===== config.mk =====
export PLATFORM = sky130hd
export DESIGN_NAME = dkong_snd_rom_arbiter_flat
export DESIGN_NICKNAME = d
export VERILOG_FILES = /design/src/rtl/dkong_snd_pkg.sv /design/src/rtl/dkong_snd_rom_arbiter_if.sv /design/src/rtl/dkong_snd_arb_pick.sv /design/src/rtl/dkong_snd_rom_arbiter.sv /design/src/flat_wrapper.sv
export SDC_FILE = /design/constraint.sdc
export NUM_CORES = 1
export LEC_CHECK = 0
export BUFFER_PORTS_ARGS = -buffer_cell sky130_fd_sc_hd__clkbuf_2
export CAP_MARGIN = 10
export CORE_AREA = 2 2 65 67
export DETAILED_ROUTE_END_ITERATION = 10
export DIE_AREA = 0 0 67 69
export PLACE_DENSITY = 0.78
export SYNTH_ARGS = -nofsm -noshare
export SYNTH_HDL_FRONTEND = slang
export SYNTH_SLANG_ARGS = --single-unit

===== constraint.sdc =====
create_clock -name W_CLK_24576M -period 3.9 [get_ports W_CLK_24576M]
set_input_delay 0.585 -clock W_CLK_24576M [delete_from_list [all_inputs] [get_ports W_CLK_24576M]]
set_output_delay 0.585 -clock W_CLK_24576M [all_outputs]
set_load 0.005 [all_outputs]

===== src/rtl/dkong_snd_pkg.sv =====
// Shared types and default constants for the Donkey Kong sound ROM arbiter.
package dkong_snd_pkg;

  typedef enum logic [1:0] {
    IDLE = 2'd0,
    WAIT = 2'd1,
    DONE = 2'd2
  } arb_state_t;

  typedef enum logic {
    GNT_CPU = 1'b0,
    GNT_WAV = 1'b1
  } grant_t;

  localparam int unsigned DEF_ROM_LATENCY = 2;
  localparam logic [19:0] DEF_CPU_BASE    = 20'h80000;
  localparam int unsigned DEF_STARVE_MAX  = 8;

  // 8035 program addresses are relocated into the unified ROM, wrapping at 1 MiB.
  function automatic logic [19:0] cpu_rom_addr(input logic [19:0] base, input logic [11:0] a);
    return base + {8'h00, a};
  endfunction

endpackage


===== src/rtl/dkong_snd_rom_arbiter_if.sv =====
// Requester and ROM-side signals of the sound ROM arbiter; master is the arbiter side.
interface dkong_snd_rom_arbiter_if;

  logic        CPU_REQ;
  logic [11:0] CPU_A;
  logic [7:0]  CPU_D;
  logic        CPU_ACK;
  logic        WAV_REQ;
  logic [18:0] WAV_A;
  logic [7:0]  WAV_D;
  logic        WAV_ACK;
  logic [19:0] MEM_A;
  logic        MEM_RD;
  logic [7:0]  MEM_D;
  logic        BUSY;

  modport master (
    input  CPU_REQ, CPU_A, WAV_REQ, WAV_A, MEM_D,
    output CPU_D, CPU_ACK, WAV_D, WAV_ACK, MEM_A, MEM_RD, BUSY
  );

  modport slave (
    output CPU_REQ, CPU_A, WAV_REQ, WAV_A, MEM_D,
    input  CPU_D, CPU_ACK, WAV_D, WAV_ACK, MEM_A, MEM_RD, BUSY
  );

endinterface


===== src/rtl/dkong_snd_arb_pick.sv =====
// Grant selection: strict CPU priority, overridden for WAV when the requester is starved.
module dkong_snd_arb_pick
  import dkong_snd_pkg::*;
(
  input  logic   cpu_req_i,
  input  logic   wav_req_i,
  input  logic   starved_i,
  output logic   gnt_valid_o,
  output grant_t gnt_o
);

  always_comb begin
    gnt_valid_o = cpu_req_i | wav_req_i;
    gnt_o       = GNT_CPU;
    if (wav_req_i && (starved_i || !cpu_req_i)) begin
      gnt_o = GNT_WAV;
    end
  end

endmodule


===== src/rtl/dkong_snd_rom_arbiter.sv =====
// Shares one sound ROM between the 8035 program fetch and the wav sample reader.
// Optional starvation guard for the wav side: define DKSND_ARB_STARVE_GUARD_EN.
module dkong_snd_rom_arbiter
  import dkong_snd_pkg::*;
#(
  parameter int unsigned ROM_LATENCY = DEF_ROM_LATENCY,
  parameter logic [19:0] CPU_BASE    = DEF_CPU_BASE,
  parameter int unsigned STARVE_MAX  = DEF_STARVE_MAX
) (
  input  logic                   W_CLK_24576M,
  input  logic                   W_RESETn,
  dkong_snd_rom_arbiter_if.master bus
);

  if (ROM_LATENCY < 1 || ROM_LATENCY > 7) begin : g_bad_latency
    $error("ROM_LATENCY must be in 1..7");
  end
  if (STARVE_MAX < 1) begin : g_bad_starve
    $error("STARVE_MAX must be at least 1");
  end

  localparam logic [2:0] LAT = 3'(ROM_LATENCY);

  arb_state_t  state_q, state_d;
  grant_t      gnt_q, gnt_d;
  logic [2:0]  cnt_q, cnt_d;
  logic [19:0] mem_a_q, mem_a_d;
  logic        mem_rd_q, mem_rd_d;
  logic [7:0]  cpu_d_q, cpu_d_d;
  logic [7:0]  wav_d_q, wav_d_d;

  logic   pick_valid;
  grant_t pick_gnt;
  logic   starved;

  dkong_snd_arb_pick u_pick (
    .cpu_req_i  (bus.CPU_REQ),
    .wav_req_i  (bus.WAV_REQ),
    .starved_i  (starved),
    .gnt_valid_o(pick_valid),
    .gnt_o      (pick_gnt)
  );

`ifdef DKSND_ARB_STARVE_GUARD_EN
  localparam int unsigned SW = $clog2(STARVE_MAX + 1);
  localparam logic [SW-1:0] STARVE_LIM = SW'(STARVE_MAX);

  logic [SW-1:0] starve_q, starve_d;

  // Counts CPU wins over a waiting wav request; any wav grant forgives the debt.
  always_comb begin
    starve_d = starve_q;
    if (state_q == IDLE && pick_valid) begin
      if (pick_gnt == GNT_WAV) begin
        starve_d = '0;
      end else if (bus.WAV_REQ && starve_q != STARVE_LIM) begin
        starve_d = starve_q + 1'b1;
      end
    end
  end

  always_ff @(posedge W_CLK_24576M or negedge W_RESETn) begin
    if (!W_RESETn) begin
      starve_q <= '0;
    end else begin
      starve_q <= starve_d;
    end
  end

  assign starved = (starve_q == STARVE_LIM);
`else
  assign starved = 1'b0;
`endif

  always_comb begin
    state_d  = state_q;
    gnt_d    = gnt_q;
    cnt_d    = cnt_q;
    mem_a_d  = mem_a_q;
    mem_rd_d = 1'b0;
    cpu_d_d  = cpu_d_q;
    wav_d_d  = wav_d_q;
    unique case (state_q)
      IDLE: begin
        if (pick_valid) begin
          gnt_d    = pick_gnt;
          mem_a_d  = (pick_gnt == GNT_CPU) ? cpu_rom_addr(CPU_BASE, bus.CPU_A)
                                           : {1'b0, bus.WAV_A};
          mem_rd_d = 1'b1;
          cnt_d    = 3'd0;
          state_d  = WAIT;
        end
      end
      WAIT: begin
        // cnt_q == 0 is the MEM_RD cycle, so data is valid when cnt_q reaches LAT.
        if (cnt_q == LAT) begin
          if (gnt_q == GNT_CPU) begin
            cpu_d_d = bus.MEM_D;
          end else begin
            wav_d_d = bus.MEM_D;
          end
          state_d = DONE;
        end else begin
          cnt_d = cnt_q + 3'd1;
        end
      end
      DONE: begin
        state_d = IDLE;
      end
      default: begin
        state_d = IDLE;
      end
    endcase
  end

  always_ff @(posedge W_CLK_24576M or negedge W_RESETn) begin
    if (!W_RESETn) begin
      state_q  <= IDLE;
      gnt_q    <= GNT_CPU;
      cnt_q    <= 3'd0;
      mem_a_q  <= 20'h00000;
      mem_rd_q <= 1'b0;
      cpu_d_q  <= 8'h00;
      wav_d_q  <= 8'h00;
    end else begin
      state_q  <= state_d;
      gnt_q    <= gnt_d;
      cnt_q    <= cnt_d;
      mem_a_q  <= mem_a_d;
      mem_rd_q <= mem_rd_d;
      cpu_d_q  <= cpu_d_d;
      wav_d_q  <= wav_d_d;
    end
  end

  assign bus.MEM_A   = mem_a_q;
  assign bus.MEM_RD  = mem_rd_q;
  assign bus.CPU_D   = cpu_d_q;
  assign bus.WAV_D   = wav_d_q;
  assign bus.CPU_ACK = (state_q == DONE) && (gnt_q == GNT_CPU);
  assign bus.WAV_ACK = (state_q == DONE) && (gnt_q == GNT_WAV);
  assign bus.BUSY    = (state_q != IDLE);

endmodule

===== src/flat_wrapper.sv =====
// flat-port wrapper written by rule: the top's interface ports become plain ports
module dkong_snd_rom_arbiter_flat import dkong_snd_pkg::*;
#(
  parameter int unsigned ROM_LATENCY = DEF_ROM_LATENCY,
  parameter logic [19:0] CPU_BASE    = DEF_CPU_BASE,
  parameter int unsigned STARVE_MAX  = DEF_STARVE_MAX
)
  (W_CLK_24576M, W_RESETn, bus_CPU_REQ, bus_CPU_A, bus_WAV_REQ, bus_WAV_A, bus_MEM_D, bus_CPU_D, bus_CPU_ACK, bus_WAV_D, bus_WAV_ACK, bus_MEM_A, bus_MEM_RD, bus_BUSY);
  dkong_snd_rom_arbiter_if bus_i ();
  input  logic W_CLK_24576M;
  input  logic W_RESETn;
  input wire logic [$bits(bus_i.CPU_REQ)-1:0] bus_CPU_REQ;
  input wire logic [$bits(bus_i.CPU_A)-1:0] bus_CPU_A;
  input wire logic [$bits(bus_i.WAV_REQ)-1:0] bus_WAV_REQ;
  input wire logic [$bits(bus_i.WAV_A)-1:0] bus_WAV_A;
  input wire logic [$bits(bus_i.MEM_D)-1:0] bus_MEM_D;
  output wire logic [$bits(bus_i.CPU_D)-1:0] bus_CPU_D;
  output wire logic [$bits(bus_i.CPU_ACK)-1:0] bus_CPU_ACK;
  output wire logic [$bits(bus_i.WAV_D)-1:0] bus_WAV_D;
  output wire logic [$bits(bus_i.WAV_ACK)-1:0] bus_WAV_ACK;
  output wire logic [$bits(bus_i.MEM_A)-1:0] bus_MEM_A;
  output wire logic [$bits(bus_i.MEM_RD)-1:0] bus_MEM_RD;
  output wire logic [$bits(bus_i.BUSY)-1:0] bus_BUSY;
  assign bus_i.CPU_REQ = bus_CPU_REQ;
  assign bus_i.CPU_A = bus_CPU_A;
  assign bus_i.WAV_REQ = bus_WAV_REQ;
  assign bus_i.WAV_A = bus_WAV_A;
  assign bus_i.MEM_D = bus_MEM_D;
  assign bus_CPU_D = bus_i.CPU_D;
  assign bus_CPU_ACK = bus_i.CPU_ACK;
  assign bus_WAV_D = bus_i.WAV_D;
  assign bus_WAV_ACK = bus_i.WAV_ACK;
  assign bus_MEM_A = bus_i.MEM_A;
  assign bus_MEM_RD = bus_i.MEM_RD;
  assign bus_BUSY = bus_i.BUSY;
  dkong_snd_rom_arbiter #(.ROM_LATENCY(ROM_LATENCY), .CPU_BASE(CPU_BASE), .STARVE_MAX(STARVE_MAX)) u_core (.W_CLK_24576M(W_CLK_24576M), .W_RESETn(W_RESETn), .bus(bus_i));
endmodule

==> flow_metrics.tcl, run 1 <==
set metrics [dict create \
    outcome "completed" \
    worst_pin_slew_ns 1.02 \
    cts_setup_buffers 0 \
    start_util_pct 45.0 \
    min_path_type "input pin to asynchronous set/reset pin" \
    final_max_slew_viol_count 0 \
    hold_violations 0 \
    antenna_found_initial 0 \
    die_h_um 69 \
    rsz0062_at_grt "no" \
    pwr-share-seq_pct 46.8 \
    hpwl_mm 2.65 \
    crit_family "flip-flops" \
    crit_type "flop to output pin" \
    fill_cells 354 \
    portBuffers 82 \
    cts_tree "yes" \
    die_x_um 67 \
    instances_no_fill 259 \
    period_needed_ns 1.76 \
    start_kind "flop" \
    syn2layout_area_growth_pct 30.3 \
    vias_per_cell 4.99 \
    clkLatencyLatePin_ns 0.29 \
    grt_first_pass_wirelength_mm 6.27 \
    setup_viol 0 \
    crit_buf_inv 2 \
    cts_resized 0 \
    irDropWorstVdd_v 0.000359 \
    power_frac_comb_pct 38.8 \
    fp.dieArea_mm2 0.00462 \
    drt_first_iter_violations 72 \
    reg2reg_from "u_core.state_q[0]" \
    dp.cells 253 \
    core_area_mm2 0.00391 \
    clkSlewWorstSetupHoldPaths_ns 0.07 \
    whs_ns 0.461 \
    rows 23 \
    synth-warning-count 0 \
    vias 1292 \
    grt_pass1_vias 1340 \
    p_clk_share_pct 14.5 \
    grtUsageTotal_pct 18.0 \
    cts_buffers 5 \
    power.density_mw_per_mm2 756 \
    syn_avg_cell_area_um2 14.2 \
    dr.pass1.iters 4 \
    worst-endpoint-arrival_ns 1.17 \
    diodes 0 \
    drc_errors 0 \
    end_kind "output pin" \
    clk_path_buf_depth 2 \
    seq_area_frac_synth_pct 61.1 \
    fin_setup_tns_ns 0 \
    layout-drive-gt1-share_pct 53.1 \
    ys_types 28 \
    crit_chain "nor2_2 > inv_1 > clkbuf_2" \
    overflow 0 \
    cts_sinks 43 \
    finalPower_mw 1.73 \
    wl_per_cell_um 13.8 \
    root_buffer "clkbuf_8" \
    setup.worst_path.start "u_core.state_q[0]" \
    switching_share_pct 32.6 \
    ys_seq_elements 43 \
    intPower_mw 1.17 \
    finalWeightedCongestion 0.754 \
    p_leak_nw 1.18 \
    syn_area_mm2 0.00176 \
    drtAntennaViolNets 0 \
    postCtsHoldBufs 0 \
    grt_max_degree 44 \
    h-tree-depth 2 \
    critPathMaxFanout 7 \
    r2r_setup_slack_ns 2.23 \
    synthesis.nets 169 \
    slowest_delay_ns 0.49 \
    slew_headroom_pct 32.0 \
    drv_cap 0 \
    power_switching_mw 0.565 \
    layout_common_cells "82 x clkbuf_2, 43 x dfrtp_1, 16 x mux2_2" \
    final_common_cell "clkbuf_2" \
    cpMaxStageDelayCell "dfrtp_1" \
    syn-instance-count 124 \
    fin_nets 255 \
    required_ns 3.31 \
    drt_wl_total_mm 3.59 \
    fmax_mhz 569 \
    timing.final.crit_share_pct 45.1 \
    boundaryPins 83 \
    fin_skew_ns 0.00328 \
]
-- synth_stat cells, drive strengths merged --
cell / count / area, um^2
and3b: 1 / 8.76
a21oi: 1 / 5.00
nor3: 2 / 21.3
nor2b: 1 / 6.26
nor2: 3 / 13.8
dfrtp: 43 / 1080
nand2b: 3 / 21.3
and2: 13 / 81.3
nand3b: 1 / 7.51
a21o: 1 / 7.51
nor4b: 1 / 23.8
ha: 2 / 25.0
buf: 4 / 20.0
mux2i: 1 / 10.0
a31o: 1 / 8.76
a22o: 7 / 61.3
o21ai: 1 / 5.00
inv: 4 / 15.0
o22ai: 2 / 12.5
mux2: 16 / 180
nor3b: 1 / 7.51
and4bb: 1 / 12.5
a221o: 12 / 120
nand2: 2 / 10.0
-- power groups by stage --
stage          Clock (mW)  Sequential (mW)  Combinational, mW
2_1_floorplan           0            0.816              0.374
3_3_place_gp            0            0.814              0.665
3_5_place_dp            0            0.816              0.686
4_1_cts             0.259            0.811              0.686
5_1_grt             0.283            0.846              0.752
6_report            0.251            0.811              0.672
-- registers in the layout, indices dropped and copies added, names as in the netlist --
name / flops
u_core.bus.WAV_D: 8
u_core.cnt_q: 3
u_core.bus.MEM_RD: 1
u_core.state_q: 2
u_core.gnt_q: 1
u_core.bus.MEM_A: 20
u_core.bus.CPU_D: 8
-- cells by family (layout without fill, tap and decap cells) --
logic type / after synthesis / count (layout) / synth area share (%)
AND/OR/NAND/NOR: 29 / 29 / 12.2
adder cells (fa/ha/maj): 2 / 2 / 1.42
flip-flops: 43 / 43 / 61.1
multiplexers: 17 / 17 / 10.8
AO/OA/AOI/OAI: 25 / 25 / 12.5
buffers and inverters: 8 / 93 / 1.99
-- final cells by class --
class                           count  area (um^2)  area share (%)
Multi-Input combinational cell     73          649            28.3
Tap cell                           50         62.6            2.73
Timing Repair Buffer               83          418            18.2
Clock buffer                        6         72.6            3.16
Sequential cell                    43         1080            46.9
Inverter                            4         15.0           0.655
-- metrics by stage --
step	setup slack (ns)	instance area [um^2]	utilization, %
after detailed placement	2.07	2220	56.7
after global placement	2.12	2220	56.7
after floorplan	2.42	1760	-
after global routing	2.04	2290	58.6
after CTS	2.13	2290	58.6
final	2.14	2290	58.6
-- worst paths after layout --
kind                                        end  cells past startpoint
hold / removal             u_core.bus.MEM_A[12]                      1
setup reg to reg            u_core.bus.MEM_A[1]                      3
setup / recovery                       bus_BUSY                      3
min in group W_CLK_24576M  u_core.bus.MEM_A[15]                      2
max in group asynchronous   u_core.bus.MEM_A[3]                      1
hold reg to reg             u_core.bus.WAV_D[2]                      1
-- layer usage --
| metal | vias to the layer above | GRT usage, % | wire, um |
|---|---|---|---|
| li1 | 625 | - | - |
| met1 | 620 | 23.7 | 1510 |
| met2 | 37 | 26.5 | 1810 |
| met3 | 10 | 4.89 | 183 |
| met4 | 0 | 10.2 | 87 |
| met5 | - | 0 | 0 |
No activity file was read; power rests on OpenSTA's default activity.
==> inputs of run 2 (changes only) <==
--- a/config.mk
+++ b/config.mk
@@ -7,10 +7,10 @@
 export LEC_CHECK = 0
 export BUFFER_PORTS_ARGS = -buffer_cell sky130_fd_sc_hd__clkbuf_2
 export CAP_MARGIN = 10
-export CORE_AREA = 2 2 65 67
+export CORE_AREA = 2 2 69 71
 export DETAILED_ROUTE_END_ITERATION = 10
-export DIE_AREA = 0 0 67 69
-export PLACE_DENSITY = 0.78
+export DIE_AREA = 0 0 71 73
+export PLACE_DENSITY = 0.73
 export SYNTH_ARGS = -nofsm -noshare
 export SYNTH_HDL_FRONTEND = slang
 export SYNTH_SLANG_ARGS = --single-unit
==> constraint.sdc (replaced) <==
create_clock -name W_CLK_24576M -period 1.5 [get_ports W_CLK_24576M]
set_input_delay 0.225 -clock W_CLK_24576M [delete_from_list [all_inputs] [get_ports W_CLK_24576M]]
set_output_delay 0.225 -clock W_CLK_24576M [all_outputs]
set_load 0.005 [all_outputs]
==> run 2 against run 1 <==
The run now ends with hold timing left. Sequential power rose to 2.6 times the previous value. Critical endpoint is now u_core.bus.CPU_D[5]. Die area up 12%. Critical path depth increased by 3. Clock power rose to 2.7 times the previous value.
==> flow_metrics.tcl, run 2 (synthesis gave the netlist of run 1 again) <==
set metrics [dict create \
    portBuffers 82 \
    clkLatencyLatePin_ns 0.28 \
    worst_pin_slew_ns 0.521 \
    start_kind "flop" \
    diodes 0 \
    slowest_delay_ns 0.39 \
    cts_tree "yes" \
    rows 25 \
    h-tree-depth 2 \
    power.density_mw_per_mm2 1980 \
    required_ns 1.67 \
    drt_first_iter_violations 49 \
    final_common_cell "clkbuf_2" \
    core_area_mm2 0.00454 \
    finalInstanceArea_mm2 0.00246 \
    fill_cells 397 \
    layout_common_cells "82 x clkbuf_2, 42 x dfrtp_1, 14 x mux2_2" \
    crit_type "flop to flop" \
    period_needed_ns 1.45 \
    irDropWorstVdd_v 0.000872 \
    critPathMaxFanout 8 \
    rsz0062_at_grt "yes" \
    final_max_slew_viol_count 0 \
    cpMaxStageDelayCell "dfrtp_1" \
    root_buffer "clkbuf_8" \
    largest_reg_flops 20 \
    finalWeightedCongestion 0.766 \
    multi_input_comb_area_um2 687 \
    wl_per_cell_um 14.0 \
    drc_errors 0 \
    overflow 0 \
    slew_headroom_pct 65.3 \
    layout-drive-gt1-share_pct 56.8 \
    antenna_found_initial 0 \
    clk_path_buf_depth 2 \
    p_leak_nw 1.27 \
    die_h_um 73 \
    whs_ns -0.0000842 \
    outcome "finished with violations" \
    timing.final.crit_share_pct 96.9 \
    clkSlewWorstSetupHoldPaths_ns 0.07 \
    drv_cap 0 \
    grt_max_degree 44 \
    grt_pass1_vias 1320 \
    crit_chain "inv_2 > ha_4 > nand2b_4 > nor3_4 > buf_12 > mux2_2" \
    cts_sinks 43 \
    dr.pass1.iters 3 \
    fin_nets 264 \
    vias 1327 \
    boundaryPins 83 \
    fin_skew_ns 0.00458 \
    grt_first_pass_wirelength_mm 6.16 \
    syn2layout_area_growth_pct 39.9 \
    vias_per_cell 4.84 \
    min_path_type "input pin to asynchronous set/reset pin" \
    violations "hold timing" \
    crit_buf_inv 2 \
    die_x_um 71 \
    grtUsageTotal_pct 15.3 \
    place_area_mm2 0.00234 \
    start_util_pct 38.8 \
    hpwl_mm 2.85 \
    drtAntennaViolNets 0 \
    fp.dieArea_mm2 0.00518 \
    drt_wl_total_mm 3.84 \
    seq_area_mm2 0.00108 \
    cts_buffers 5 \
    hold_violations 1 \
    crit_family "flip-flops" \
    fmax_mhz 688 \
    finalPower_mw 4.88 \
    setup_viol 0 \
    end_kind "flop" \
    worst-endpoint-arrival_ns 1.63 \
]
## run 2: cell count changes in the layout (fill, tap and decap cells not counted), moves of 2 or more
cell / delta
buf_12: +4
mux2_4: +2
mux2_2: -2
buf_4: +5
## run 2: repair_timing
item | CTS | global route
cloned | 0 | 0
resized for setup | 2 | 7
setup endpoints to repair | 9 | 26
pin swaps | 0 | 1
hold buffers | 0 | 0
buffers inserted | 0 | 1
## run 2: per-stage QoR
step                      setup TNS (ns)  utilization (%)  std cells  worst slack, ns  hold slack [ns]
after detailed placement         -0.0237             51.5        265          -0.0145            0.331
after global routing              -0.102             54.3        274          -0.0199           0.0532
final                                  0             54.3        274           0.0466       -0.0000842
after global placement                 0             51.5        265           0.0401            0.321
after floorplan                        0                -        124           0.0228          -0.0706
after CTS                              0             53.4        273           0.0106           0.0139
## run 2: layout make-up
type,instances,share of cell area (%)
timing repair buffer,92,21.7
multi-input combinational,73,27.9
sequential,43,43.7
tap,54,2.74
clock inverter,1,0.203
clock buffer,7,3.10
inverter,4,0.609
## run 2: layer usage
| layer | track usage [%] | share of wire, % | vias to the layer above |
|---|---|---|---|
| met4 | 7.76 | 1.4 | 0 |
| met3 | 3.59 | 4.6 | 4 |
| li1 | - | - | 643 |
| met2 | 26.0 | 53 | 29 |
| met5 | 0 | 0 | - |
| met1 | 18.3 | 41 | 651 |
## run 2: report_power, final
part	total [mW]	internal (mW)	switching, mW
clock network	0.683	0.327	0.357
logic	2.07	1.24	0.833
registers	2.13	1.73	0.393
total	4.88	3.30	1.58
## run 2: worst paths after layout
path                                      start                   end  slack [ns]  cells after the start
min                                    W_RESETn   u_core.bus.MEM_A[1]    -0.00008                      2
max reg2reg                     u_core.cnt_q[0]   u_core.bus.CPU_D[5]        0.05                      6
max                             u_core.cnt_q[0]   u_core.bus.CPU_D[5]        0.05                      6
min reg2reg                u_core.bus.MEM_A[19]  u_core.bus.MEM_A[19]        0.49                      1
max in group asynchronous              W_RESETn     u_core.state_q[0]        1.12                      2
min in group W_CLK_24576M         bus_WAV_A[16]  u_core.bus.MEM_A[16]        0.15                      2
==> inputs of run 3 (changes only) <==
--- a/config.mk
+++ b/config.mk
@@ -6,11 +6,10 @@
 export NUM_CORES = 1
 export LEC_CHECK = 0
 export BUFFER_PORTS_ARGS = -buffer_cell sky130_fd_sc_hd__clkbuf_2
-export CAP_MARGIN = 10
-export CORE_AREA = 2 2 69 71
+export CORE_AREA = 2 2 66 68
 export DETAILED_ROUTE_END_ITERATION = 10
-export DIE_AREA = 0 0 71 73
-export PLACE_DENSITY = 0.73
+export DIE_AREA = 0 0 68 70
+export PLACE_DENSITY = 0.76
 export SYNTH_ARGS = -nofsm -noshare
 export SYNTH_HDL_FRONTEND = slang
 export SYNTH_SLANG_ARGS = --single-unit
==> constraint.sdc (replaced) <==
create_clock -name W_CLK_24576M -period 1.6 [get_ports W_CLK_24576M]
set_input_delay 0.24 -clock W_CLK_24576M [delete_from_list [all_inputs] [get_ports W_CLK_24576M]]
set_output_delay 0.24 -clock W_CLK_24576M [all_outputs]
set_load 0.005 [all_outputs]
==> run 3 against run 2 <==
The run now ends clean. Maximum frequency down 5.0%. Hold slack better by 0.16 ns. Clock power up 25%. Final area up 0.20%. Clock skew up 0.00054 ns. Largest cell class unchanged. Highest routed layer unchanged.
==> flow_metrics.tcl, run 3 (synthesis gave the netlist of run 1 again) <==
set metrics [dict create \
    outcome "completed" \
    fill_cells 353 \
    cts_sinks 43 \
    rows 24 \
    dp.cells 261 \
    finalInstanceArea_mm2 0.00247 \
    drt_wl_total_mm 3.97 \
    whs_ns 0.165 \
    vias_per_cell 5.06 \
    instances_no_fill 271 \
    fin_skew_ns 0.00512 \
    grt_first_pass_wirelength_mm 6.15 \
    crit_chain "inv_1 > ha_2 > nand2b_4 > nor3_4 > buf_12 > mux2_2" \
    grt_pass1_vias 1336 \
    rsz0062_at_grt "no" \
    portBuffers 82 \
    hold_violations 0 \
    drtAntennaViolNets 0 \
    wl_per_cell_um 14.6 \
    grtUsageTotal_pct 17.2 \
    drv_cap 0 \
    largest_reg_flops 20 \
    timing.final.crit_share_pct 95.6 \
    worst-endpoint-arrival_ns 1.71 \
    critPathMaxFanout 8 \
    worst_pin_slew_ns 0.539 \
    min_path_type "input pin to flop" \
    crit_family "flip-flops" \
    start_util_pct 42.5 \
    slew_headroom_pct 64.1 \
    drc_errors 0 \
    diodes 0 \
    slowest_delay_ns 0.40 \
    irDropWorstVdd_v 0.000947 \
    vias 1371 \
    root_buffer "clkbuf_8" \
    boundaryPins 83 \
    die_h_um 70 \
    fin_setup_tns_ns 0 \
    fin_nets 263 \
    core_area_mm2 0.00414 \
    fmax_mhz 654 \
    layout_common_cells "82 x clkbuf_2, 43 x dfrtp_1, 16 x mux2_2" \
    end_kind "flop" \
    p_leak_nw 1.27 \
    power.density_mw_per_mm2 1900 \
    dr.pass1.iters 4 \
    layout-drive-gt1-share_pct 56.2 \
    setup_viol 0 \
    clkLatencyLatePin_ns 0.29 \
    clkSlewWorstSetupHoldPaths_ns 0.07 \
    syn2layout_area_growth_pct 40.2 \
    crit_type "flop to flop" \
    hpwl_mm 2.98 \
    cts_tree "yes" \
    fp.dieArea_mm2 0.00476 \
    clk_path_buf_depth 2 \
    die_x_um 68 \
    period_needed_ns 1.53 \
    cts_buffers 5 \
    antenna_found_initial 0 \
    place_area_mm2 0.00232 \
    finalWeightedCongestion 0.723 \
    crit_buf_inv 2 \
    finalPower_mw 4.69 \
    required_ns 1.78 \
    cpMaxStageDelayCell "dfrtp_1" \
    grt_max_degree 24 \
    overflow 0 \
    start_kind "flop" \
    final_common_cell "clkbuf_2" \
    drt_first_iter_violations 33 \
    h-tree-depth 2 \
    final_max_slew_viol_count 0 \
]
[run 3: cell count changes in the layout (fill, tap and decap cells not counted), sizes merged]
| cell | before | now |
|---|---|---|
| buf | 10 | 8 |
| bufinv | 0 | 1 |
| clkbuf | 89 | 88 |
| dlygate4sd3 | 0 | 1 |
[run 3: layer usage]
layer / routed length [um] / vias up / global-route usage, %
met5: 0 / - / 0
met1: 1630 / 649 / 19.6
met4: 40 / 0 / 5.11
li1: - / 648 / -
met2: 1910 / 69 / 29.4
met3: 390 / 5 / 6.28
[run 3: where the power goes]
part	total, mW	internal, mW	switching (mW)
clock	0.857	0.505	0.352
sequential	1.98	1.62	0.362
combinational	1.85	1.08	0.764
total	4.69	3.21	1.48
[run 3: layout make-up]
| type | count | area, um^2 | share of cell area [%] |
|---|---|---|---|
| Timing Repair Buffer | 91 | 531 | 21.5 |
| Clock inverter | 2 | 35.0 | 1.42 |
| Clock buffer | 6 | 82.6 | 3.35 |
| Inverter | 4 | 15.0 | 0.608 |
| Multi-Input combinational cell | 73 | 664 | 26.9 |
| Tap cell | 52 | 65.1 | 2.64 |
| Sequential cell | 43 | 1080 | 43.6 |
[run 3: repair_timing]
| item | CTS | global route |
|---|---|---|
| endpoints found under the hold margin | 20 | 0 |
| resized for setup | 0 | 3 |
| setup buffers | 0 | 1 |
| hold buffers | 1 | 0 |
| endpoints found under the setup margin | 0 | 11 |
[run 3: final timing paths]
kind,cells after the start,start,to,slack [ns]
worst max register to register,6,u_core.cnt_q[0],u_core.bus.CPU_D[5],0.07
max in group asynchronous,3,W_RESETn,u_core.bus.WAV_D[3],0.63
worst min register to register,1,u_core.bus.MEM_A[19],u_core.bus.MEM_A[19],0.49
min in group asynchronous,2,W_RESETn,u_core.bus.MEM_A[5],0.46
worst min-delay path,2,bus_WAV_A[18],u_core.bus.MEM_A[18],0.16
worst max-delay path,6,u_core.cnt_q[0],u_core.bus.CPU_D[5],0.07
[run 3: worst register-to-register path: cells and delay by family (launching register included)]
| kind | cells | cell delay (ns) |
|---|---|---|
| buffers and inverters | 2 | 0.22 |
| multiplexers | 1 | 0.33 |
| flip-flops | 1 | 0.40 |
| AND/OR/NAND/NOR | 2 | 0.26 |
| adder cells (fa/ha/maj) | 1 | 0.21 |
[run 3: through the flow]
stage / util, % / setup slack (ns)
6_report: 59.6 / 0.0702
5_1_grt: 59.6 / 0.00361
4_1_cts: 59.0 / 0.0163
3_5_place_dp: 55.9 / 0.0389
3_3_place_gp: 55.9 / 0.0817
2_1_floorplan: - / 0.123
